==> src/rtl/reg_scoreboard_pkg.sv <==
// rtl/reg_scoreboard_pkg.sv - shared constants for the register scoreboard
package reg_scoreboard_pkg;

  // Architectural register index width and the hard-wired zero register
  localparam int REG_IDX_W = 5;
  localparam logic [REG_IDX_W-1:0] REG_ZERO = '0;

  // Default per-register outstanding-write counter width
  localparam int SB_CNT_W = 2;

endpackage

==> src/rtl/reg_scoreboard_if.sv <==
// rtl/reg_scoreboard_if.sv - issue/retire/flush bundle between pipeline stages and the scoreboard
interface reg_scoreboard_if
  import reg_scoreboard_pkg::*;
#(
  parameter int NUM_REGS = 2 ** REG_IDX_W,
  parameter int CNT_W    = SB_CNT_W
);
  localparam int REG_W = $clog2(NUM_REGS);

  logic                   flush;
  logic                   issue_valid;
  logic                   issue_rd_en;
  logic [REG_W-1:0]       issue_rd;
  logic                   issue_rs1_en;
  logic [REG_W-1:0]       issue_rs1;
  logic                   issue_rs2_en;
  logic [REG_W-1:0]       issue_rs2;
  logic                   issue_ready;
  logic                   retire_valid;
  logic [REG_W-1:0]       retire_rd;
  logic [NUM_REGS-1:0]    busy_mask;
  logic [REG_W+CNT_W-1:0] inflight_cnt;
  logic                   err_underflow;

  // Pipeline side: drives issue, retire and flush; observes hazard state
  modport master (
    output flush, issue_valid, issue_rd_en, issue_rd,
           issue_rs1_en, issue_rs1, issue_rs2_en, issue_rs2,
           retire_valid, retire_rd,
    input  issue_ready, busy_mask, inflight_cnt, err_underflow
  );

  // Scoreboard side
  modport slave (
    input  flush, issue_valid, issue_rd_en, issue_rd,
           issue_rs1_en, issue_rs1, issue_rs2_en, issue_rs2,
           retire_valid, retire_rd,
    output issue_ready, busy_mask, inflight_cnt, err_underflow
  );
endinterface

==> src/rtl/reg_scoreboard_sb_counter.sv <==
// rtl/reg_scoreboard_sb_counter.sv - saturating up/down counter of outstanding writes to one register
module sb_counter
  import reg_scoreboard_pkg::*;
#(
  parameter int CNT_W = SB_CNT_W
) (
  input  logic             clk,
  input  logic             reset,
  input  logic             clr,
  input  logic             inc,
  input  logic             dec,
  output logic [CNT_W-1:0] count,
  output logic             zero,
  output logic             sat,
  output logic             underflow
);
  localparam logic [CNT_W-1:0] CNT_MAX = '1;

  assign zero      = (count == '0);
  assign sat       = (count == CNT_MAX);
  // A lone retire against an empty counter; a same-cycle issue cancels it out
  assign underflow = dec && !inc && zero;

  // Clear wins; simultaneous inc/dec cancel; the count never wraps in either direction
  always_ff @(posedge clk) begin
    if (reset || clr) begin
      count <= '0;
    end else if (inc && !dec && !sat) begin
      count <= count + CNT_W'(1);
    end else if (dec && !inc && !zero) begin
      count <= count - CNT_W'(1);
    end
  end
endmodule

==> src/rtl/reg_scoreboard.sv <==
// rtl/reg_scoreboard.sv - per-register in-flight write scoreboard with hazard detection
module reg_scoreboard
  import reg_scoreboard_pkg::*;
#(
  parameter int NUM_REGS      = 2 ** REG_IDX_W,
  parameter int CNT_W         = SB_CNT_W,
  parameter int BYPASS_RETIRE = 1
) (
  input  logic             clk,
  input  logic             reset,
  reg_scoreboard_if.slave  sb
);
  localparam int REG_W = $clog2(NUM_REGS);
  localparam int TOT_W = REG_W + CNT_W;
  localparam logic [REG_W-1:0] RZERO = REG_W'(REG_ZERO);

  logic [NUM_REGS-1:0][CNT_W-1:0] cnt;
  logic [NUM_REGS-1:0]            zero_v;
  logic [NUM_REGS-1:0]            sat_v;
  logic [NUM_REGS-1:1]            inc_v;
  logic [NUM_REGS-1:1]            dec_v;
  logic [NUM_REGS-1:1]            underflow_v;

  logic [CNT_W-1:0] rs1_cnt;
  logic [CNT_W-1:0] rs2_cnt;
  logic             rs1_busy;
  logic             rs2_busy;
  logic             rd_sat;
  logic             ready;
  logic             acc_trk;
  logic             ret_ok;
  logic             underflow_any;
  logic [TOT_W-1:0] inflight_q;
  logic             err_q;

  // Register 0 is never tracked: permanently idle, never saturated
  assign cnt[0]    = '0;
  assign zero_v[0] = 1'b1;
  assign sat_v[0]  = 1'b0;

  for (genvar i = 1; i < NUM_REGS; i++) begin : g_cnt
    sb_counter #(.CNT_W(CNT_W)) u_cnt (
      .clk       (clk),
      .reset     (reset),
      .clr       (sb.flush),
      .inc       (inc_v[i]),
      .dec       (dec_v[i]),
      .count     (cnt[i]),
      .zero      (zero_v[i]),
      .sat       (sat_v[i]),
      .underflow (underflow_v[i])
    );
  end

  // Source hazards; a source whose last outstanding write retires this cycle may bypass
  always_comb begin
    rs1_cnt  = cnt[sb.issue_rs1];
    rs2_cnt  = cnt[sb.issue_rs2];
    rs1_busy = sb.issue_rs1_en && (sb.issue_rs1 != RZERO) && (rs1_cnt != '0)
               && !((BYPASS_RETIRE != 0) && sb.retire_valid
                    && (sb.retire_rd == sb.issue_rs1) && (rs1_cnt == CNT_W'(1)));
    rs2_busy = sb.issue_rs2_en && (sb.issue_rs2 != RZERO) && (rs2_cnt != '0)
               && !((BYPASS_RETIRE != 0) && sb.retire_valid
                    && (sb.retire_rd == sb.issue_rs2) && (rs2_cnt == CNT_W'(1)));
    rd_sat   = sb.issue_rd_en && (sb.issue_rd != RZERO) && sat_v[sb.issue_rd];
    ready    = !sb.flush && !rs1_busy && !rs2_busy && !rd_sat;
    acc_trk  = sb.issue_valid && ready && sb.issue_rd_en && (sb.issue_rd != RZERO);
  end

  // Decode accepted destination and retiring register into per-counter strobes
  always_comb begin
    inc_v = '0;
    dec_v = '0;
    for (int i = 1; i < NUM_REGS; i++) begin
      inc_v[i] = acc_trk && (sb.issue_rd == REG_W'(i));
      dec_v[i] = sb.retire_valid && (sb.retire_rd == REG_W'(i));
    end
  end

  assign underflow_any = |underflow_v;
  assign ret_ok        = sb.retire_valid && (sb.retire_rd != RZERO) && !underflow_any;

  // Running total of tracked outstanding writes, kept in step with the counters
  always_ff @(posedge clk) begin
    if (reset || sb.flush) begin
      inflight_q <= '0;
    end else begin
      case ({acc_trk, ret_ok})
        2'b10:   inflight_q <= inflight_q + TOT_W'(1);
        2'b01:   inflight_q <= inflight_q - TOT_W'(1);
        default: inflight_q <= inflight_q;
      endcase
    end
  end

  // Sticky underflow flag; a flushed retire is discarded and cannot set it
  always_ff @(posedge clk) begin
    if (reset) begin
      err_q <= 1'b0;
    end else if (!sb.flush && underflow_any) begin
      err_q <= 1'b1;
    end
  end

  assign sb.issue_ready   = ready;
  assign sb.busy_mask     = ~zero_v;
  assign sb.inflight_cnt  = inflight_q;
  assign sb.err_underflow = err_q;
endmodule

==> src/flat_wrapper.sv <==
// flat-port wrapper written by rule: the top's interface ports become plain ports
module reg_scoreboard_flat import reg_scoreboard_pkg::*;
#(
  parameter int NUM_REGS      = 2 ** REG_IDX_W,
  parameter int CNT_W         = SB_CNT_W,
  parameter int BYPASS_RETIRE = 1
)
  (clk, reset, sb_flush, sb_issue_valid, sb_issue_rd_en, sb_issue_rd, sb_issue_rs1_en, sb_issue_rs1, sb_issue_rs2_en, sb_issue_rs2, sb_retire_valid, sb_retire_rd, sb_issue_ready, sb_busy_mask, sb_inflight_cnt, sb_err_underflow);
  reg_scoreboard_if #(.NUM_REGS(NUM_REGS), .CNT_W(CNT_W)) sb_i ();
  input  logic clk;
  input  logic reset;
  input wire logic [$bits(sb_i.flush)-1:0] sb_flush;
  input wire logic [$bits(sb_i.issue_valid)-1:0] sb_issue_valid;
  input wire logic [$bits(sb_i.issue_rd_en)-1:0] sb_issue_rd_en;
  input wire logic [$bits(sb_i.issue_rd)-1:0] sb_issue_rd;
  input wire logic [$bits(sb_i.issue_rs1_en)-1:0] sb_issue_rs1_en;
  input wire logic [$bits(sb_i.issue_rs1)-1:0] sb_issue_rs1;
  input wire logic [$bits(sb_i.issue_rs2_en)-1:0] sb_issue_rs2_en;
  input wire logic [$bits(sb_i.issue_rs2)-1:0] sb_issue_rs2;
  input wire logic [$bits(sb_i.retire_valid)-1:0] sb_retire_valid;
  input wire logic [$bits(sb_i.retire_rd)-1:0] sb_retire_rd;
  output wire logic [$bits(sb_i.issue_ready)-1:0] sb_issue_ready;
  output wire logic [$bits(sb_i.busy_mask)-1:0] sb_busy_mask;
  output wire logic [$bits(sb_i.inflight_cnt)-1:0] sb_inflight_cnt;
  output wire logic [$bits(sb_i.err_underflow)-1:0] sb_err_underflow;
  assign sb_i.flush = sb_flush;
  assign sb_i.issue_valid = sb_issue_valid;
  assign sb_i.issue_rd_en = sb_issue_rd_en;
  assign sb_i.issue_rd = sb_issue_rd;
  assign sb_i.issue_rs1_en = sb_issue_rs1_en;
  assign sb_i.issue_rs1 = sb_issue_rs1;
  assign sb_i.issue_rs2_en = sb_issue_rs2_en;
  assign sb_i.issue_rs2 = sb_issue_rs2;
  assign sb_i.retire_valid = sb_retire_valid;
  assign sb_i.retire_rd = sb_retire_rd;
  assign sb_issue_ready = sb_i.issue_ready;
  assign sb_busy_mask = sb_i.busy_mask;
  assign sb_inflight_cnt = sb_i.inflight_cnt;
  assign sb_err_underflow = sb_i.err_underflow;
  reg_scoreboard #(.NUM_REGS(NUM_REGS), .CNT_W(CNT_W), .BYPASS_RETIRE(BYPASS_RETIRE)) u_core (.clk(clk), .reset(reset), .sb(sb_i));
endmodule
==> config.mk <==
export PLATFORM = sky130hd
export DESIGN_NAME = reg_scoreboard_flat
export DESIGN_NICKNAME = d
export VERILOG_FILES = /design/src/rtl/reg_scoreboard_pkg.sv /design/src/rtl/reg_scoreboard_if.sv /design/src/rtl/reg_scoreboard_sb_counter.sv /design/src/rtl/reg_scoreboard.sv /design/src/flat_wrapper.sv
export SDC_FILE = /design/constraint.sdc
export NUM_CORES = 1
export LEC_CHECK = 0
export CAP_MARGIN = 20
export CORE_ASPECT_RATIO = 1.1
export CORE_MARGIN = 2
export CORE_UTILIZATION = 40
export DETAILED_ROUTE_END_ITERATION = 10
export GPL_ROUTABILITY_DRIVEN = 0
export PLACE_DENSITY_LB_ADDON = 0.25
export SLEW_MARGIN = 20
export SYNTH_ARGS = -nofsm -noshare
export SYNTH_HDL_FRONTEND = slang
export SYNTH_SLANG_ARGS = --single-unit
export TNS_END_PERCENT = 50
==> constraint.sdc <==
create_clock -name clk -period 6.08 [get_ports clk]
set_clock_uncertainty 0.1 [all_clocks]
set_input_delay 1.216 -clock clk [delete_from_list [all_inputs] [get_ports clk]]
set_output_delay 1.216 -clock clk [all_outputs]
set_load 0.1 [all_outputs]
---- Word level (Yosys, flattened, before mapping) ----
Cells that the tools add are included.
storage, ports and cells
  register bits ........................... 70
  output and inout port bits .............. 41
  logic and storage cells ................. 709
cells by class
  $add $sub $neg .......................... 64
  magnitude comparators ................... 3
  eq/ne operators ......................... 99
  mux-type cells .......................... 69
  bitwise logic cells ..................... 1
  reductions and logical operators ........ 440
operators with widths
  operator                                                                       count
  1-bit logical AND                                                              238
  5-bit == test (second input constant)                                          32
  1-bit logical NOT                                                              131
  2-bit 2-to-1 mux                                                               64
  5-bit by 4-bit == test with 1-bit output (second input constant)               16
  2-bit nonzero test                                                             34
  2-bit == test (second input constant)                                          32
  2-bit by 1-bit adder with 2-bit output (second input constant)                 31
  2-bit logical NOT                                                              31
  2-bit by 1-bit subtractor with 2-bit output (second input constant)            31
  5-bit by 3-bit == test with 1-bit output (second input constant)               8
  32-bit inverter                                                                1
  31-bit OR reduction                                                            1
  2-bit binary-select mux with 5-bit select                                      2
  5-bit by 2-bit == test with 1-bit output (second input constant)               4
  5-bit nonzero test                                                             4
  5-bit by 6-bit less-than comparator with 1-bit output (second input constant)  3
  7-bit case mux with 2 select lines                                             1
  5-bit by 1-bit == test with 1-bit output (second input constant)               2
  5-bit == test                                                                  2
  7-bit by 1-bit adder with 7-bit output (second input constant)                 1
  7-bit by 1-bit subtractor with 7-bit output (second input constant)            1
  2-bit by 1-bit == test with 1-bit output (second input constant)               3
  1-bit binary-select mux with 5-bit select                                      1
  other kinds (2)                                                                2

---- Depth between registers and ports, before layout ----
Gate-level depths: netlist of run 1.
  depth after elaboration ................. 22
  mapped depth ............................ 24
  depth with buffers taken out ............ 21

---- Hierarchy ----
A second synthesis of run 1 with hierarchy kept.
second synthesis, totals
  cells, all modules ...................... 826
  area, all modules ....................... 6757.7 sq um
by module, submodules not included
  module          instances  cells each  area an instance (sq um)
  sb_counter      31         15          125.1
  reg_scoreboard  1          361         2879.0

---- Least setup slack after synthesis of run 1 ----
OpenSTA, ideal clock, no wires.
  path type ............................... input -> register
  start point ............................. input sb_issue_rs2[2]
  end point ............................... register u_core.inflight_q[6] (netlist: u_core.sb.inflight_cnt[6])
  setup time .............................. 0.070 ns
  arrival time ............................ 6.011 ns
  required time ........................... 5.910 ns
  setup slack ............................. -0.101 ns
  stages .................................. 23
  path buffers ............................ 3
  cell sequence ........................... clkbuf_1 > buf_2 > mux4_2 > mux2i_1 > mux2i_1 > o211ai_1 > o211ai_2 > or2_1 > buf_6 > inv_4 > a31oi_4 > a2111oi_2 > nand4_1 > nor4_1 > ha_1 > ha_1 > a21o_1 > a21o_1 > a21o_1 > a21oi_1 > xor2_1 > or3_1 > a21oi_1
on the way
  longest elaborated chain between the ends .. 21
  elaborated cells on any way between the ends .. 149
  those cells by class .................... eq/ne (4); mux (3); reduce/logical (142)
RTL lines
  element                                                                    line                             text
  start, declared                                                            flat_wrapper.sv:19               input wire logic [$bits(sb_i.issue_rs2)-1:0] sb_issue_rs2;
  2-bit binary-select mux with 5-bit select                                  reg_scoreboard.sv:58             rs2_cnt = cnt[sb.issue_rs2];
  2-bit 2-to-1 mux (not written as such)                                     reg_scoreboard.sv:58
  2-bit by 1-bit == test with 1-bit output                                   reg_scoreboard.sv:64             && (sb.retire_rd == sb.issue_rs2) && (rs2_cnt == CNT_W'(1)));
  1-bit logical AND                                                          reg_scoreboard.sv:64
  1-bit logical NOT                                                          reg_scoreboard.sv:63             && !((BYPASS_RETIRE != 0) && sb.retire_valid
  1-bit logical AND *                                                        reg_scoreboard.sv:63
  1-bit logical NOT *                                                        reg_scoreboard.sv:66             ready = !sb.flush && !rs1_busy && !rs2_busy && !rd_sat;
  1-bit logical AND * (2 in series)                                          reg_scoreboard.sv:66
  via sb_issue_ready                                                         flat_wrapper.sv:22               output wire logic [$bits(sb_i.issue_ready)-1:0] sb_issue_ready;
  [... 3 more ...]                                                           -
  1-bit logical AND                                                          reg_scoreboard.sv:75             inc_v[i] = acc_trk && (sb.issue_rd == REG_W'(i));
  1-bit logical NOT                                                          reg_scoreboard_sb_counter.sv:22  assign underflow = dec && !inc && zero;
  1-bit logical AND (2 in series)                                            reg_scoreboard_sb_counter.sv:22
  31-bit OR reduction                                                        reg_scoreboard.sv:80             assign underflow_any = |underflow_v;
  1-bit logical NOT                                                          reg_scoreboard.sv:81             assign ret_ok = sb.retire_valid && (sb.retire_rd != RZERO) && !underflow_any;
  1-bit logical AND                                                          reg_scoreboard.sv:81
  2-bit by 1-bit == test with 1-bit output or 2-bit == test (tied branches)  reg_scoreboard.sv:88             case ({acc_trk, ret_ok})
  7-bit case mux with 2 select lines or 2-bit nonzero test (tied branches)   -
  end signal, assigned                                                       reg_scoreboard.sv:89             2'b10: inflight_q <= inflight_q + TOT_W'(1);
  end signal, assigned                                                       reg_scoreboard.sv:90             2'b01: inflight_q <= inflight_q - TOT_W'(1);
  end signal, assigned                                                       reg_scoreboard.sv:91             default: inflight_q <= inflight_q;
  end, declared                                                              reg_scoreboard.sv:33             logic [TOT_W-1:0] inflight_q;
Mark *: on every way through the listed nets, which the timed path passes. The rest lies on a longest branch. The select of a mux whose other input is x is not followed.
A chain may end at the register's enable or synchronous reset.

---- Worst setup path in the final report of run 1 ----
  start point ............................. input sb_issue_rd[0]
  end point ............................... register u_core.inflight_q[6] (netlist: u_core.sb.inflight_cnt[6])
on the way
  longest elaborated chain between the ends .. 17
  elaborated cells on any way between the ends .. 172
  those cells by class .................... eq/ne (33); mux (3); reduce/logical (136)
RTL lines
  element                                                                          line                                        text
  start, declared                                                                  flat_wrapper.sv:15                          input wire logic [$bits(sb_i.issue_rd)-1:0] sb_issue_rd;
  1-bit binary-select mux with 5-bit select or 5-bit nonzero test (tied branches)  reg_scoreboard.sv:65, reg_scoreboard.sv:67
  1-bit 2-to-1 mux (not written as such) or 1-bit logical AND (tied branches)      reg_scoreboard.sv:65                        rd_sat = sb.issue_rd_en && (sb.issue_rd != RZERO) && sat_v[sb.issue_rd];
  1-bit logical AND                                                                reg_scoreboard.sv:65
  1-bit logical NOT                                                                reg_scoreboard.sv:66
  1-bit logical AND                                                                reg_scoreboard.sv:66
  1-bit logical AND (3 in series)                                                  reg_scoreboard.sv:67                        acc_trk = sb.issue_valid && ready && sb.issue_rd_en && (sb.issue_rd != RZERO);
  1-bit logical AND                                                                reg_scoreboard.sv:75
  1-bit logical NOT                                                                reg_scoreboard_sb_counter.sv:22
  1-bit logical AND (2 in series)                                                  reg_scoreboard_sb_counter.sv:22
  31-bit OR reduction                                                              reg_scoreboard.sv:80
  1-bit logical NOT                                                                reg_scoreboard.sv:81
  1-bit logical AND                                                                reg_scoreboard.sv:81
  2-bit by 1-bit == test with 1-bit output or 2-bit == test (tied branches)        reg_scoreboard.sv:88
  7-bit case mux with 2 select lines or 2-bit nonzero test (tied branches)         -
Parallel ways exist; a longest one is shown, timed or not. The select of a mux whose other input is x is not followed.

==> results of run 1 <==
==> cell usage in the layout, fill, tap and decap left out, drive strengths merged, types with 4 or more instances in the layout <==
master and count:
a211oi 34, a21boi 6, a21o 10, a21oi 56, a22oi 8, a31oi 11
and2 6, and3 8, buf 123, clkbuf 11, clkdlybuf4s50 63, dfxtp 70
ha 6, inv 20, mux2 7, mux2i 22, mux4 26, nand2 69
nand2b 28, nand3 21, nand3b 4, nand4 4, nor2 67, nor2b 10
nor3 53, nor4 7, o211ai 9, o21a 20, o21ai 42, o31a 4
o31ai 8, o41ai 4, or2 31, or3 11, xnor2 6, xor2 11
==> per-stage QoR <==
stage | util, % | setup TNS (ns) | setup WS, ns | cell area, sq um
detailed placement | 52.1 | -1.27 | -0.512 | 7840
global route | 55.5 | -0.0644 | -0.0454 | 8360
floorplan | - | 0 | 0.0274 | 6180
global placement | 52.1 | -1.06 | -0.438 | 7840
finish | 55.5 | 0 | 0.198 | 8360
CTS | 54.3 | 0 | 0.000884 | 8180
==> flip-flops by register name, indices dropped and copies added (netlist names) <==
name and count:
u_core.g_cnt.u_cnt.count 62, u_core.sb.inflight_cnt 7, u_core.sb.err_underflow 1
==> cell families (layout without fill, tap and decap cells) <==
family                     after synthesis  count (layout)
AOI/OAI and AO/OA                      238             238
adders and majority gates                7               7
buffers and inverters                   68             226
other                                    1               1
and+or+nand+nor                        331             331
DFF                                     70              70
xor gates and xnor gates                17              17
muxes                                   55              55
==> what timing repair did <==
action                     CTS  global route
cloned                       0             1
setup endpoints to repair    2             4
pin swaps                    1            16
resized for setup            4            29
hold buffers                 0             0
setup buffers                0             2
==> layer usage <==
| metal | up-vias | share of wire, % |
|---|---|---|
| li1 | 3256 | - |
| met1 | 3219 | 39 |
| met2 | 488 | 42 |
| met3 | 125 | 13 |
| met4 | 0 | 6.2 |
| met5 | - | 0 |
==> critical path, delay by kind of cell <==
family,cells,cell delay [ns]
AOI/OAI and AO/OA,11,2.35
xor gates and xnor gates,1,0.08
adders and majority gates,2,0.61
buffers and inverters,4,0.96
and+or+nand+nor,5,0.85
==> final timing paths <==
check	endpoint	cells past startpoint	slack [ns]
max reg2reg	u_core.sb.inflight_cnt[6]	21	1.19
max	u_core.sb.inflight_cnt[6]	23	0.20
min reg2reg	u_core.sb.inflight_cnt[5]	2	0.42
min	u_core.sb.inflight_cnt[5]	2	0.42
==> report_power, final <==
group	switching [mW]	total (mW)	leakage [nW]	internal [mW]
clock network	0.206	0.574	0.154	0.368
logic	0.177	0.312	2.45	0.136
registers	0.00330	0.465	0.564	0.462
total	0.386	1.35	3.17	0.966
==> layout make-up <==
class / instances / area, sq um
clock buffers: 10 / 239
inverters: 20 / 77.6
fillers: 1433 / 6700
clock inverters: 6 / 85.1
repair buffers: 190 / 1730
flip-flops and latches: 70 / 1400
multi-input cells: 649 / 4580
well taps: 196 / 245
==> flow_summary.json, run 1 <==
{
  "whs_ns": 0.425,
  "numCtsBuffers": 9,
  "clock_sinks": 70,
  "worstSetupPathType": "primary input to flop",
  "hp-class": "flop to flop",
  "grt-ovfl-total": 0,
  "synth_top_family_by_area": "simple AND/OR/NAND/NOR gates",
  "status": "completed",
  "placed_cells": 1122,
  "antenna_cells": 0,
  "antenna_found_initial": 0,
  "ys.flop_type": "dfxtp_1",
  "crit_start": "sb_issue_rd[0]",
  "use_met2_pct": 41.9,
  "wirelength_um": 23900,
  "worstMarginPinSlew_ns": 0.977,
  "drtPass1Iterations": 6,
  "synth_common_cells": "dfxtp_1, nand2_1, nor2_1",
  "port_buffers": 67,
  "arrival_ns": 6.06,
  "drive_gt1_share_pct": 25.1,
  "synth_adder_area_share_pct": 1.54,
  "synth-simple-area-share_pct": 27.4,
  "yosysTopAreaCell": "dfxtp_1",
  "synth_edf_count": 0,
  "synth_most_common_cell": "dfxtp_1",
  "dieWidth_um": 122,
  "initial_utilization_pct": 41.0,
  "syn2layout_area_growth_pct": 35.3,
  "worstSetupEndpointType": "flop",
  "ys_top_cells_by_area": "dfxtp_1, mux4_2, a21oi_1, nor3_1, nand2_1",
  "io_pins": 69,
  "post_layout_nonfiller_instances": 1141,
  "powerDensity_nw_per_um2": 162,
  "grt_pass1_wl_um": 35900,
  "drt_iter0_drc": 965,
  "clock_latency_ns": 0.35,
  "routed_via_density": 6.21,
  "vias": 7088,
  "h-tree-depth": 3,
  "use_met1_pct": 38.8,
  "crit_path_top_delay_cell": "o41ai_2",
  "ys_seq_elements": 70,
  "grt_max_degree": 68,
  "nNetsFinal": 975,
  "maxCapViolations": 0,
  "hold_start": "u_core.sb.inflight_cnt[5]",
  "p_leak_nw": 3.17,
  "ir_drop_v": 0.000112,
  "worstPathMaxFanout": 16,
  "wl_per_cell_um": 20.9,
  "cp_slowest_stage_delay_ns": 0.53,
  "synth_cell_types": 77,
  "r2r-start": "u_core.g_cnt[15].u_cnt.count[1]",
  "cts_buffer_depth": 2,
  "layout_min_cycle_time_ns": 5.88,
  "path_cells": "clkdlybuf4s50_1, buf_12, nand2b_1, a21oi_1, o41ai_2, a41oi_1, o211ai_2, nor3_2, buf_6, a311oi_2, a21oi_2, nand4_1, nor4_4, ha_2, buf_4, fa_1, a21o_1, a21o_1, a21o_1, a21oi_2, xor2_1, or3_1, a21oi_2",
  "cp-start-kind": "primary input",
  "hold_viol": 0,
  "async_flop_share_pct": 0,
  "hpwl_um": 18200,
  "fmax_mhz": 170,
  "yosys.area_share.xor_xnor_pct": 2.41,
  "setup_violations": 0,
  "syn_inst": 787,
  "synth_compound_gate_area_share_pct": 26.2,
  "ys_seq_area_share_pct": 22.7,
  "grt_usage_pct": 28.8,
  "finalPower_mw": 1.35,
  "post-route-period-util_pct": 96.7,
  "antenna_left": 0,
  "slew_viol_final": 0,
  "crit_required_ns": 6.26,
  "syn-num-nets": 822,
  "cts_tree": "done",
  "root_buffer": "clkbuf_16",
  "slew_headroom_pct": 34.6,
  "muxShareOfSynthArea_pct": 14.3,
  "clkTransAtPathRegs_ns": 0.05,
  "fp.coreArea_sq_um": 15100,
  "die-area_sq_um": 16500,
  "ys_warn_count": 0,
  "use_met3_pct": 6.93,
  "netlist.area_leader.share_pct": 22.7,
  "netlist_area_sq_um": 6180,
  "die_height_um": 134,
  "remaining_drc_errors": 0,
  "grt_pass1_vias": 6413,
  "top_usage_layer": "met2",
  "avgSynthCellArea_sq_um": 7.85,
  "rows": 47
}
Power figures use the tool's default switching activity.
==> run 2, diff against run 1 <==
--- a/config.mk
+++ b/config.mk
@@ -11,6 +11,7 @@
 export CORE_UTILIZATION = 40
 export DETAILED_ROUTE_END_ITERATION = 10
 export GPL_ROUTABILITY_DRIVEN = 0
+export HOLD_SLACK_MARGIN = 0.12
 export PLACE_DENSITY_LB_ADDON = 0.25
 export SLEW_MARGIN = 20
 export SYNTH_ARGS = -nofsm -noshare
==> constraint.sdc (replaced) <==
create_clock -name clk -period 5.05 [get_ports clk]
set_clock_uncertainty 0.1 [all_clocks]
set_input_delay 1.01 -clock clk [delete_from_list [all_inputs] [get_ports clk]]
set_output_delay 1.01 -clock clk [all_outputs]
set_load 0.1 [all_outputs]
==> run 2 against run 1 <==
The flow now finishes with violations (setup timing). Hold slack worse by 0.028 ns. Combinational power up 52%. Clock power up 19%. Sequential power up 20%. Routed wire length up 16%. First-iteration DRC count up 13%. Highest routed layer unchanged. Global-route usage up 4.4 points. Critical path depth up 1.
==> flow_summary.json, run 2 (synthesis results as in run 1) <==
{
  "status": "finished, violations left",
  "violations": "setup timing",
  "r2r-start": "u_core.g_cnt[27].u_cnt.count[1]",
  "io_pins": 69,
  "die_height_um": 134,
  "antenna_found_initial": 0,
  "drive_gt1_share_pct": 37.7,
  "cp-start-kind": "primary input",
  "post-route-util_pct": 64.9,
  "crit_start": "sb_issue_rs2[1]",
  "root_buffer": "clkbuf_16",
  "largest_reg_flops": 62,
  "powerDensity_nw_per_um2": 176,
  "grt_usage_pct": 33.2,
  "grt_pass1_wl_um": 41000,
  "grt_pass1_vias": 7402,
  "dieWidth_um": 122,
  "worstSetupPathType": "primary input to flop",
  "fillers": 1283,
  "port_buffers": 67,
  "final_common_cell": "buf_4",
  "hold_start": "u_core.sb.inflight_cnt[6]",
  "drt_iter0_drc": 1087,
  "hp-class": "flop to flop",
  "crit_path_top_delay_cell": "mux4_2",
  "slew_headroom_pct": 34.5,
  "clkTransAtPathRegs_ns": 0.06,
  "cts_buffer_depth": 2,
  "multiInputGateArea_sq_um": 4850,
  "grt-ovfl-total": 0,
  "whs_ns": 0.396,
  "p_leak_nw": 3.99,
  "cts_tree": "done",
  "finalWorstSetupSlack_ns": -0.419,
  "numCtsBuffers": 9,
  "clock_sinks": 70,
  "setup_violations": 4,
  "register_area_sq_um": 1400,
  "ir_drop_v": 0.000160,
  "fin_tns_setup_ns": -1.19,
  "layout_common_cells": "buf_4, dfxtp_1, nand2_1",
  "fmax_mhz": 183,
  "critical_path_buf_inv_count": 5,
  "wirelength_um": 27600,
  "rows": 47,
  "worstPathMaxFanout": 7,
  "cp_top_family": "compound AO/OA/AOI/OAI gates",
  "hold_viol": 0,
  "path_cells": "buf_12, buf_12, mux4_2, mux2i_1, mux2i_1, o211ai_1, o211ai_2, or2_4, buf_12, inv_12, a31oi_4, a2111oi_4, nand4_1, nor4_2, buf_4, ha_4, ha_4, a21o_1, a21o_1, a21o_1, a21oi_2, xor2_1, or3_1, a21oi_1",
  "syn2layout_area_growth_pct": 58.2,
  "arrival_ns": 5.66,
  "antenna_cells": 0,
  "fp.coreArea_sq_um": 15100,
  "drtPass1Iterations": 7,
  "worstMarginPinSlew_ns": 0.983,
  "slew_viol_final": 0,
  "worstSetupEndpointType": "flop",
  "post-route-period-util_pct": 108,
  "regMostFlops": "u_core.g_cnt.u_cnt.count",
  "initial_utilization_pct": 41.0,
  "wl_per_cell_um": 21.7,
  "clock_latency_ns": 0.36,
  "maxCapViolations": 0,
  "h-tree-depth": 3,
  "crit_required_ns": 5.24,
  "layout_min_cycle_time_ns": 5.47,
  "vias": 7833,
  "cp_slowest_stage_delay_ns": 0.50,
  "nNetsFinal": 1106,
  "antenna_left": 0,
  "grt_setup_unrepaired": "yes",
  "remaining_drc_errors": 0,
  "grt_max_degree": 45,
  "routed_via_density": 6.16,
  "die-area_sq_um": 16500,
  "hpwl_um": 19900
}
-- run 2: changes by cell type in the layout (fill, tap and decap cells not counted), moves of 3 or more --
cell	delta
clkdlybuf4s50_1	-15
buf_6	+14
a31oi_1	-4
a31oi_4	+3
buf_4	+110
nor4_2	+3
buf_2	+4
ha_4	+3
dlygate4sd2_1	+4
buf_12	+5
-- run 2: through the flow --
stage / cells / total power, mW / cell area [sq um] / worst slack, ns
global placement: 1220 / 0.955 / 8660 / -1.18
floorplan: 787 / 0.783 / 6270 / -0.339
detailed placement: 1220 / 0.957 / 8660 / -1.26
global route: 1272 / 1.77 / 9770 / -0.573
CTS: 1261 / 1.68 / 9450 / -0.421
finish: 1272 / 1.72 / 9770 / -0.419
-- run 2: metal layers --
layer	GRT usage (%)	routed length, um	up-vias
li1	-	-	3529
met1	42.4	10700	3650
met2	50.9	12300	517
met3	7.61	2910	137
met4	19.2	1730	0
met5	0	0	-
-- run 2: report_power, final --
group          switching, mW  leakage (nW)  internal [mW]
clock network          0.276         0.152          0.410
registers            0.00455         0.564          0.556
logic                  0.250          3.27          0.225
-- run 2: path summary, 6_finish.rpt --
kind / end / slack, ns / depth (start not counted)
worst min-delay path: u_core.sb.inflight_cnt[6] / 0.40 / 2
worst min register to register: u_core.sb.inflight_cnt[6] / 0.40 / 2
worst max-delay path: u_core.sb.inflight_cnt[6] / -0.42 / 24
worst max register to register: u_core.sb.inflight_cnt[6] / 0.05 / 22
-- run 2: repair_timing --
| item | 4_1_cts | 5_1_grt |
|---|---|---|
| gates cloned | 4 | 0 |
| buffers inserted | 22 | 12 |
| setup endpoints to repair | 6 | 5 |
| gates resized for setup | 88 | 50 |
| hold buffers | 0 | 0 |
| pin swaps | 36 | 34 |
-- run 2: layout make-up --
class	count	share of cell area, %
Clock buffer	11	2.59
Clock inverter	5	0.576
Inverter	20	0.896
Multi-Input combinational cell	649	49.7
Sequential cell	70	14.3
Tap cell	196	2.51
Timing Repair Buffer	321	29.4
-- run 2: worst reg2reg max path, cell delays in order, from the launching register on --
cell	delay, ns
dfxtp_1	0.43
mux4_2	0.50
mux2i_1	0.17
mux2i_1	0.12
o211ai_1	0.23
o211ai_2	0.19
or2_4	0.32
buf_12	0.15
inv_12	0.06
a31oi_4	0.09
a2111oi_4	0.31
nand4_1	0.25
nor4_2	0.29
buf_4	0.17
ha_4	0.17
ha_4	0.21
a21o_1	0.15
a21o_1	0.18
a21o_1	0.19
a21oi_2	0.14
xor2_1	0.09
or3_1	0.30
a21oi_1	0.14
==> run 3, diff against run 2 <==
--- a/config.mk
+++ b/config.mk
@@ -7,8 +7,9 @@
 export LEC_CHECK = 0
 export CAP_MARGIN = 20
 export CORE_ASPECT_RATIO = 1.1
-export CORE_MARGIN = 2
+export CORE_MARGIN = 5
 export CORE_UTILIZATION = 40
+export CTS_CLUSTER_DIAMETER = 100
 export DETAILED_ROUTE_END_ITERATION = 10
 export GPL_ROUTABILITY_DRIVEN = 0
 export HOLD_SLACK_MARGIN = 0.12
==> constraint.sdc (replaced) <==
create_clock -name clk -period 6.7 [get_ports clk]
set_clock_uncertainty 0.1 [all_clocks]
set_input_delay 1.34 -clock clk [delete_from_list [all_inputs] [get_ports clk]]
set_output_delay 1.34 -clock clk [all_outputs]
set_load 0.1 [all_outputs]
==> run 3 against run 2 <==
The run now ends clean. Core utilization shrank 13 points. Die area grew 9.6%. Flip-flop and latch count is the same. Sequential share of layout area grew 3.4 points. Total power shrank 30%. Critical path type unchanged. Largest power group unchanged.
==> flow_summary.json, run 3 (synthesis results as in run 1) <==
{
  "pwr-share-seq_pct": 35.3,
  "die-area_sq_um": 18000,
  "layout_min_cycle_time_ns": 6.37,
  "antenna_found_initial": 0,
  "wl_per_cell_um": 21.4,
  "dieWidth_um": 128,
  "largest_reg_flops": 62,
  "arrival_ns": 6.54,
  "placed_cell_area_sq_um": 7590,
  "cts_buffer_depth": 2,
  "vias": 6910,
  "nNetsFinal": 941,
  "ctsHoldBuffers": 0,
  "register_area_sq_um": 1400,
  "cp-start-kind": "primary input",
  "h-tree-depth": 3,
  "p_int_uw": 859,
  "r2r_cells": 20,
  "hold_start": "u_core.sb.inflight_cnt[6]",
  "root_buffer": "clkbuf_16",
  "worstPathMaxFanout": 8,
  "die_height_um": 140,
  "placed_cells": 1090,
  "fmax_mhz": 157,
  "initial_utilization_pct": 40.9,
  "io_pins": 69,
  "multiInputGateArea_sq_um": 4450,
  "hold_viol": 0,
  "fillers": 1441,
  "clkTransAtPathRegs_ns": 0.06,
  "rows": 47,
  "crit_start": "sb_issue_rs1[0]",
  "p_sw_share_pct": 28.3,
  "regMostFlops": "u_core.g_cnt.u_cnt.count",
  "r2r_slack_ns": 1.57,
  "drive_gt1_share_pct": 19.9,
  "final_common_cell": "buf_4",
  "slew_headroom_pct": 34.4,
  "grt-ovfl-total": 0,
  "antenna_left": 0,
  "ir_drop_v": 0.000112,
  "post-route-period-util_pct": 95.1,
  "fp.coreArea_sq_um": 15100,
  "final_area_sq_um": 7920,
  "layout_common_cells": "buf_4, dfxtp_1, nand2_1",
  "grt_pass1_wl_um": 36400,
  "hpwl_um": 18200,
  "port_buffers": 67,
  "numCtsBuffers": 9,
  "slew_viol_final": 0,
  "clock_latency_ns": 0.35,
  "status": "completed",
  "routed_via_density": 6.24,
  "grt_pass1_vias": 6401,
  "worstSetupPathType": "primary input to flop",
  "drt_iter0_drc": 918,
  "antenna_cells": 0,
  "p_clk_share_pct": 43.3,
  "remaining_drc_errors": 0,
  "p_leak_nw": 2.95,
  "hold_depth": 2,
  "syn2layout_area_growth_pct": 28.2,
  "worstSetupEndpointType": "flop",
  "worstMarginPinSlew_ns": 0.982,
  "r2r_end": "u_core.sb.inflight_cnt[6]",
  "crit_required_ns": 6.87,
  "switchingPower_uw": 338,
  "cts_tree": "done",
  "post_layout_nonfiller_instances": 1107,
  "combPwrFrac_pct": 21.4,
  "hp-class": "flop to flop",
  "setup_violations": 0,
  "wirelength_um": 23700,
  "drtPass1Iterations": 6,
  "clock_sinks": 70,
  "min_to": "u_core.sb.inflight_cnt[6]",
  "r2r-start": "u_core.g_cnt[24].u_cnt.count[0]",
  "powerDensity_nw_per_um2": 151,
  "grt_max_degree": 68,
  "maxCapViolations": 0,
  "grt_usage_pct": 26.0
}
run 3: power by group through the flow:
stage | clock network [mW] | registers (mW) | logic [mW]
detailed placement | 0 | 0.431 | 0.249
global placement | 0 | 0.431 | 0.249
CTS | 0.526 | 0.422 | 0.251
floorplan | 0 | 0.450 | 0.133
finish | 0.518 | 0.422 | 0.256
global route | 0.543 | 0.423 | 0.271
run 3: worst max path at each step:
stage	end	slack, ns	depth (start not counted)
after CTS	u_core.sb.inflight_cnt[6]	0.21	23
after floorplan	u_core.sb.inflight_cnt[6]	0.39	23
after detailed placement	u_core.sb.inflight_cnt[6]	-0.11	23
final	u_core.sb.inflight_cnt[6]	0.33	23
after global placement	u_core.sb.inflight_cnt[6]	-0.05	23
after global routing	u_core.sb.inflight_cnt[6]	-0.002	23
run 3: metrics by stage:
stage	util [%]	TNS [ns]	hold slack, ns	power, mW	worst slack [ns]
after global placement	50.2	-0.0468	0.396	0.680	-0.0468
final	52.4	0	0.403	1.20	0.329
after detailed placement	50.2	-0.135	0.395	0.681	-0.115
after global routing	52.4	-0.00217	0.425	1.24	-0.00217
after floorplan	-	0	0.379	0.583	0.395
after CTS	52.3	0	0.407	1.20	0.210
run 3: layer usage:
metal,vias to the layer above,GRT usage [%],part of all wire (%)
met3,105,5.94,12
li1,3196,-,-
met1,3169,35.4,40
met5,-,0,0
met2,440,38.3,42
met4,0,13.2,6.1
run 3: final cells by class:
class / count / share of cell area, %
timing repair buffer: 156 / 18.0
tap: 196 / 3.10
clock buffer: 12 / 3.11
clock inverter: 4 / 0.885
inverter: 20 / 0.979
multi-input combinational: 649 / 56.2
sequential: 70 / 17.7
run 3: critical path, stage by stage:
cell,delay (ns)
clkdlybuf4s50_1,0.62
buf_4,0.21
mux4_2,0.49
mux2i_1,0.15
nand3b_1,0.09
o211ai_1,0.12
o211ai_2,0.17
or2_4,0.30
buf_4,0.17
o31a_1,0.31
a22oi_1,0.25
nand4_1,0.21
nor4_2,0.29
buf_4,0.15
ha_1,0.19
ha_1,0.26
a21o_1,0.16
a21o_1,0.18
a21o_1,0.18
a21oi_1,0.16
xor2_1,0.09
or3_1,0.30
a21oi_1,0.14
run 3: what timing repair did:
action / CTS / global route
buffers inserted: 0 / 1
endpoints found under the setup margin: 0 / 2
gates resized for setup: 0 / 3
hold endpoints to repair: 0 / 0
==> RTL edit 1: new RTL, flow settings as in run 2 <==
The package constant `REG_ZERO` goes from '0 to 1.
--- a/src/rtl/reg_scoreboard_pkg.sv
+++ b/src/rtl/reg_scoreboard_pkg.sv
@@ -3,7 +3,7 @@
 
   // Architectural register index width and the hard-wired zero register
   localparam int REG_IDX_W = 5;
-  localparam logic [REG_IDX_W-1:0] REG_ZERO = '0;
+  localparam logic [REG_IDX_W-1:0] REG_ZERO = 1;
 
   // Default per-register outstanding-write counter width
   localparam int SB_CNT_W = 2;
Function: changed (Yosys sat finds a counterexample within 4 cycles, from zero or initial values and one cycle with reset high).
==> RTL edit 1 against run 2 <==
The run still ends with negative setup slack left. Routed wire length is 5.5% lower. Core utilization is 3.5 points lower. Worst setup slack gained 0.089 ns. First-iteration DRC count shrank 22%. Critical path type unchanged. Sequential cell count did not move. Via count shrank 3.0%. Largest power group unchanged. Power fell by 3.9%. Synthesized area down 0.53%. Final cell count down 1.6%. Clock power is 9.8% lower. Synthesized cell count up 2.7%. Worst hold slack better by 0.044 ns. Cell area decreased by 5.4%.
==> RTL edit 1: results (changes against run 2) <==
stage,metric,value,unit,change
outcome,outcome,"complete, but fails checks",,
outcome,violations,negative setup slack,,
finish,finalNetCount,1088,,-1.6%
synth,syn-mean-instance-area,7.60,sq um,-3.1%
worst_setup_path,setup.worst_path.start,sb_issue_rs2[0],,
synth,synth_compound_area_share,28.1,%,+1.9 points
synth,synthMuxAreaShare,11.1,%,-3.2 points
sta,setup_violations,4,,unchanged
global_routing,grt_max_degree,33,,-27%
worst_setup_path,arrival,5.56,ns,-0.10 ns
worst_hold_path,hold_start,u_core.sb.err_underflow,,
synth,synth_top_family_by_area,compound AO/OA/AOI/OAI gates,,
place,dpl_cell_area,8220,sq um,-5.1%
worst_setup_path,worst_path_max_delay_cell,or3_1,,
worst_hold_path,min_to,u_core.sb.err_underflow,,
synth,synth_xor_area_share,2.28,%,-0.13 points
sta,hold_ws,0.441,ns,+0.0444 ns
power,power_density,179,nW/um^2,+1.5%
sta,tightestPinTransition,0.981,ns,-0.00128 ns
finish,area_growth,50.5,%,
finish,buf_share,26.5,%,-3.0 points
finish,design.seq.count,70,,unchanged
worst_setup_path,critPathTopFamily,buffers and inverters,,
finish,fillers,1360,,+6.0%
sta,setup_ws,-0.330,ns,+0.0892 ns
[RTL edit 1: changes by cell type after synthesis, sizes merged, moves of 8 or more]
cell | before | now
nand2 | 69 | 43
o21a | 20 | 39
mux4 | 26 | 12
nor2 | 67 | 79
inv | 20 | 31
o21ai | 42 | 52
nand4 | 4 | 13
a311oi | 2 | 10
mux2i | 22 | 30
[RTL edit 1: power by group]
| group | internal [mW] | switching (mW) |
|---|---|---|
| combinational | 0.225 | 0.250 |
| clock | 0.348 | 0.270 |
| sequential | 0.556 | 0.00448 |
| total | 1.13 | 0.525 |
[RTL edit 1: layer usage]
metal,track usage (%),share of wire (%)
met4,20.6,7.1
met1,41.2,40
met2,48.0,43
met5,0,0
met3,5.87,10
[RTL edit 1: repair_timing]
item / in CTS / in global routing
hold buffers: 0 / 0
buffers inserted: 43 / 7
gates resized for setup: 89 / 32
setup endpoints to repair: 6 / 5
pin swaps: 40 / 24
cloned: 3 / 0
==> RTL edit 2: new RTL, flow settings as in run 2 <==
Without the edit above. Reset style: asynchronous (`reset`), changed in one clocked block.
--- a/src/rtl/reg_scoreboard.sv
+++ b/src/rtl/reg_scoreboard.sv
@@ -94,7 +94,7 @@
   end
 
   // Sticky underflow flag; a flushed retire is discarded and cannot set it
-  always_ff @(posedge clk) begin
+  always_ff @(posedge clk or posedge reset) begin
     if (reset) begin
       err_q <= 1'b0;
     end else if (!sb.flush && underflow_any) begin
Check against the original RTL: not equivalent (Yosys sat finds a counterexample within 4 cycles, from zero or initial values and one cycle with reset high; the reset may be asserted at any time).
==> RTL edit 2 against run 2 <==
Power is 1.0% lower. Final cell count up 0.94%. Synthesized area shrank 0.12%. Non-clock buffer count shrank 26. Routed wire length fell by 6.9%. Sequential cell count is the same. Worst setup slack got worse by 0.066 ns. Die area is 0.12% lower. Critical path type unchanged. Cell area decreased by 2.9%. The run still ends with negative setup slack left.
==> RTL edit 2: results (changes against run 2) <==
stage,metric,value,unit,change
outcome,outcome,"complete, but fails checks",,
outcome,violations,negative setup slack,,
sta,setup_violations,4,,unchanged
global_routing,grt_pass1_vias,7444,,+0.57%
power,ir_worst_vdd,167,uV,+4.1%
worst_hold_path,min_to,u_core.sb.err_underflow,,
global_routing,grt_use_met2,51.1,%,+0.25 points
finish,multi_input_area,4770,sq um,-1.8%
global_routing,grt_pass1_wl,39400,um,-3.8%
sta,setup_ws,-0.485,ns,-0.0664 ns
worst_setup_path,timing.rr.start,u_core.g_cnt[19].u_cnt.count[1],,
synth,synth_top_cell_area_share,22.4,%,-0.30 points
finish,fillers,1309,,+2.0%
place,dp_slack,-1.46,ns,-0.201 ns
sta,tightestPinTransition,0.977,ns,-0.00589 ns
synth,async_flop_share,1.43,%,+1.4 points
worst_hold_path,hold_depth,1,,-1
place,dpl_cell_area,8520,sq um,-1.6%
sta,hold_ws,0.387,ns,-0.00966 ns
worst_setup_path,r2r_cells,23,,+4.5%
synth,syn-mean-instance-area,7.55,sq um,-3.8%
worst_setup_path,arrival,5.71,ns,+0.05 ns
place,post-place-cells,1236,,+1.3%
worst_hold_path,hold_start,u_core.sb.err_underflow,,
routing,viasPerCell,6.01,,-2.4%
routing,drtIter0Drc,869,,-20%
worst_setup_path,cp_max_fo,4,,-3
[RTL edit 2: metal layers]
| metal | share of wire [%] | vias up |
|---|---|---|
| met4 | 6.7 | 0 |
| met2 | 47 | 477 |
| met5 | 0 | - |
| li1 | - | 3527 |
| met1 | 37 | 3568 |
| met3 | 10 | 148 |
[RTL edit 2: cell families (layout without fill, tap and decap cells)]
logic type	count (synthesis)	after routing	synth area share, %
simple gates	370	370	30.3
compound gates	224	224	23.3
buf+inv	72	343	4.95
flops	70	70	22.8
mux	54	54	14.4
xor+xnor	19	19	2.70
fa+ha+maj	7	7	1.54
other cells	1	1	0.0608
[RTL edit 2: critical path, stage by stage]
cell and delay, ns:
clkdlybuf4s15_1 0.27, and4b_2 0.38, buf_4 0.15, a22oi_1 0.08
and4_1 0.22, o211ai_1 0.10, buf_4 0.16, o2111ai_4 0.14
buf_6 0.17, nor4_4 0.24, buf_4 0.18, a21oi_1 0.07
a211oi_2 0.19, nand4_1 0.16, nor4_4 0.36, o211a_1 0.29
ha_4 0.20, ha_4 0.21, a21o_1 0.15, a21o_1 0.18
a21o_1 0.17, a21oi_2 0.13, xor2_1 0.08, or3_1 0.31
a21oi_1 0.12
[RTL edit 2: cell type report]
cell class	instances	area share, %
Clock buffer	11	2.66
Tap cell	196	2.59
Clock inverter	5	0.857
Multi-Input combinational cell	675	50.3
Sequential cell	70	14.8
Inverter	32	1.27
Timing Repair Buffer	295	27.5
[RTL edit 2: what timing repair did]
| action | 4_1_cts | 5_1_grt |
|---|---|---|
| setup buffers | 24 | 5 |
| hold buffers | 0 | 0 |
| resized for setup | 99 | 24 |
| endpoints found under the setup margin | 7 | 6 |
| gates cloned | 4 | 0 |
| pin swaps | 39 | 27 |
[RTL edit 2: how the worst max path moves through the flow]
stage / end / slack [ns] / cells past startpoint
floorplan: u_core.sb.inflight_cnt[6] / -1.10 / 20
global placement: u_core.sb.inflight_cnt[6] / -1.36 / 22
global route: u_core.sb.inflight_cnt[5] / -0.65 / 27
finish: u_core.sb.inflight_cnt[6] / -0.49 / 25
CTS: u_core.sb.inflight_cnt[6] / -0.49 / 25
detailed placement: u_core.sb.inflight_cnt[6] / -1.46 / 22
[RTL edit 2: power breakdown]
part           internal, mW  leakage [nW]  switching [mW]
Clock                 0.459         0.162           0.264
Sequential            0.555         0.564         0.00352
Combinational         0.201          3.23           0.220
Total                  1.21          3.96           0.488
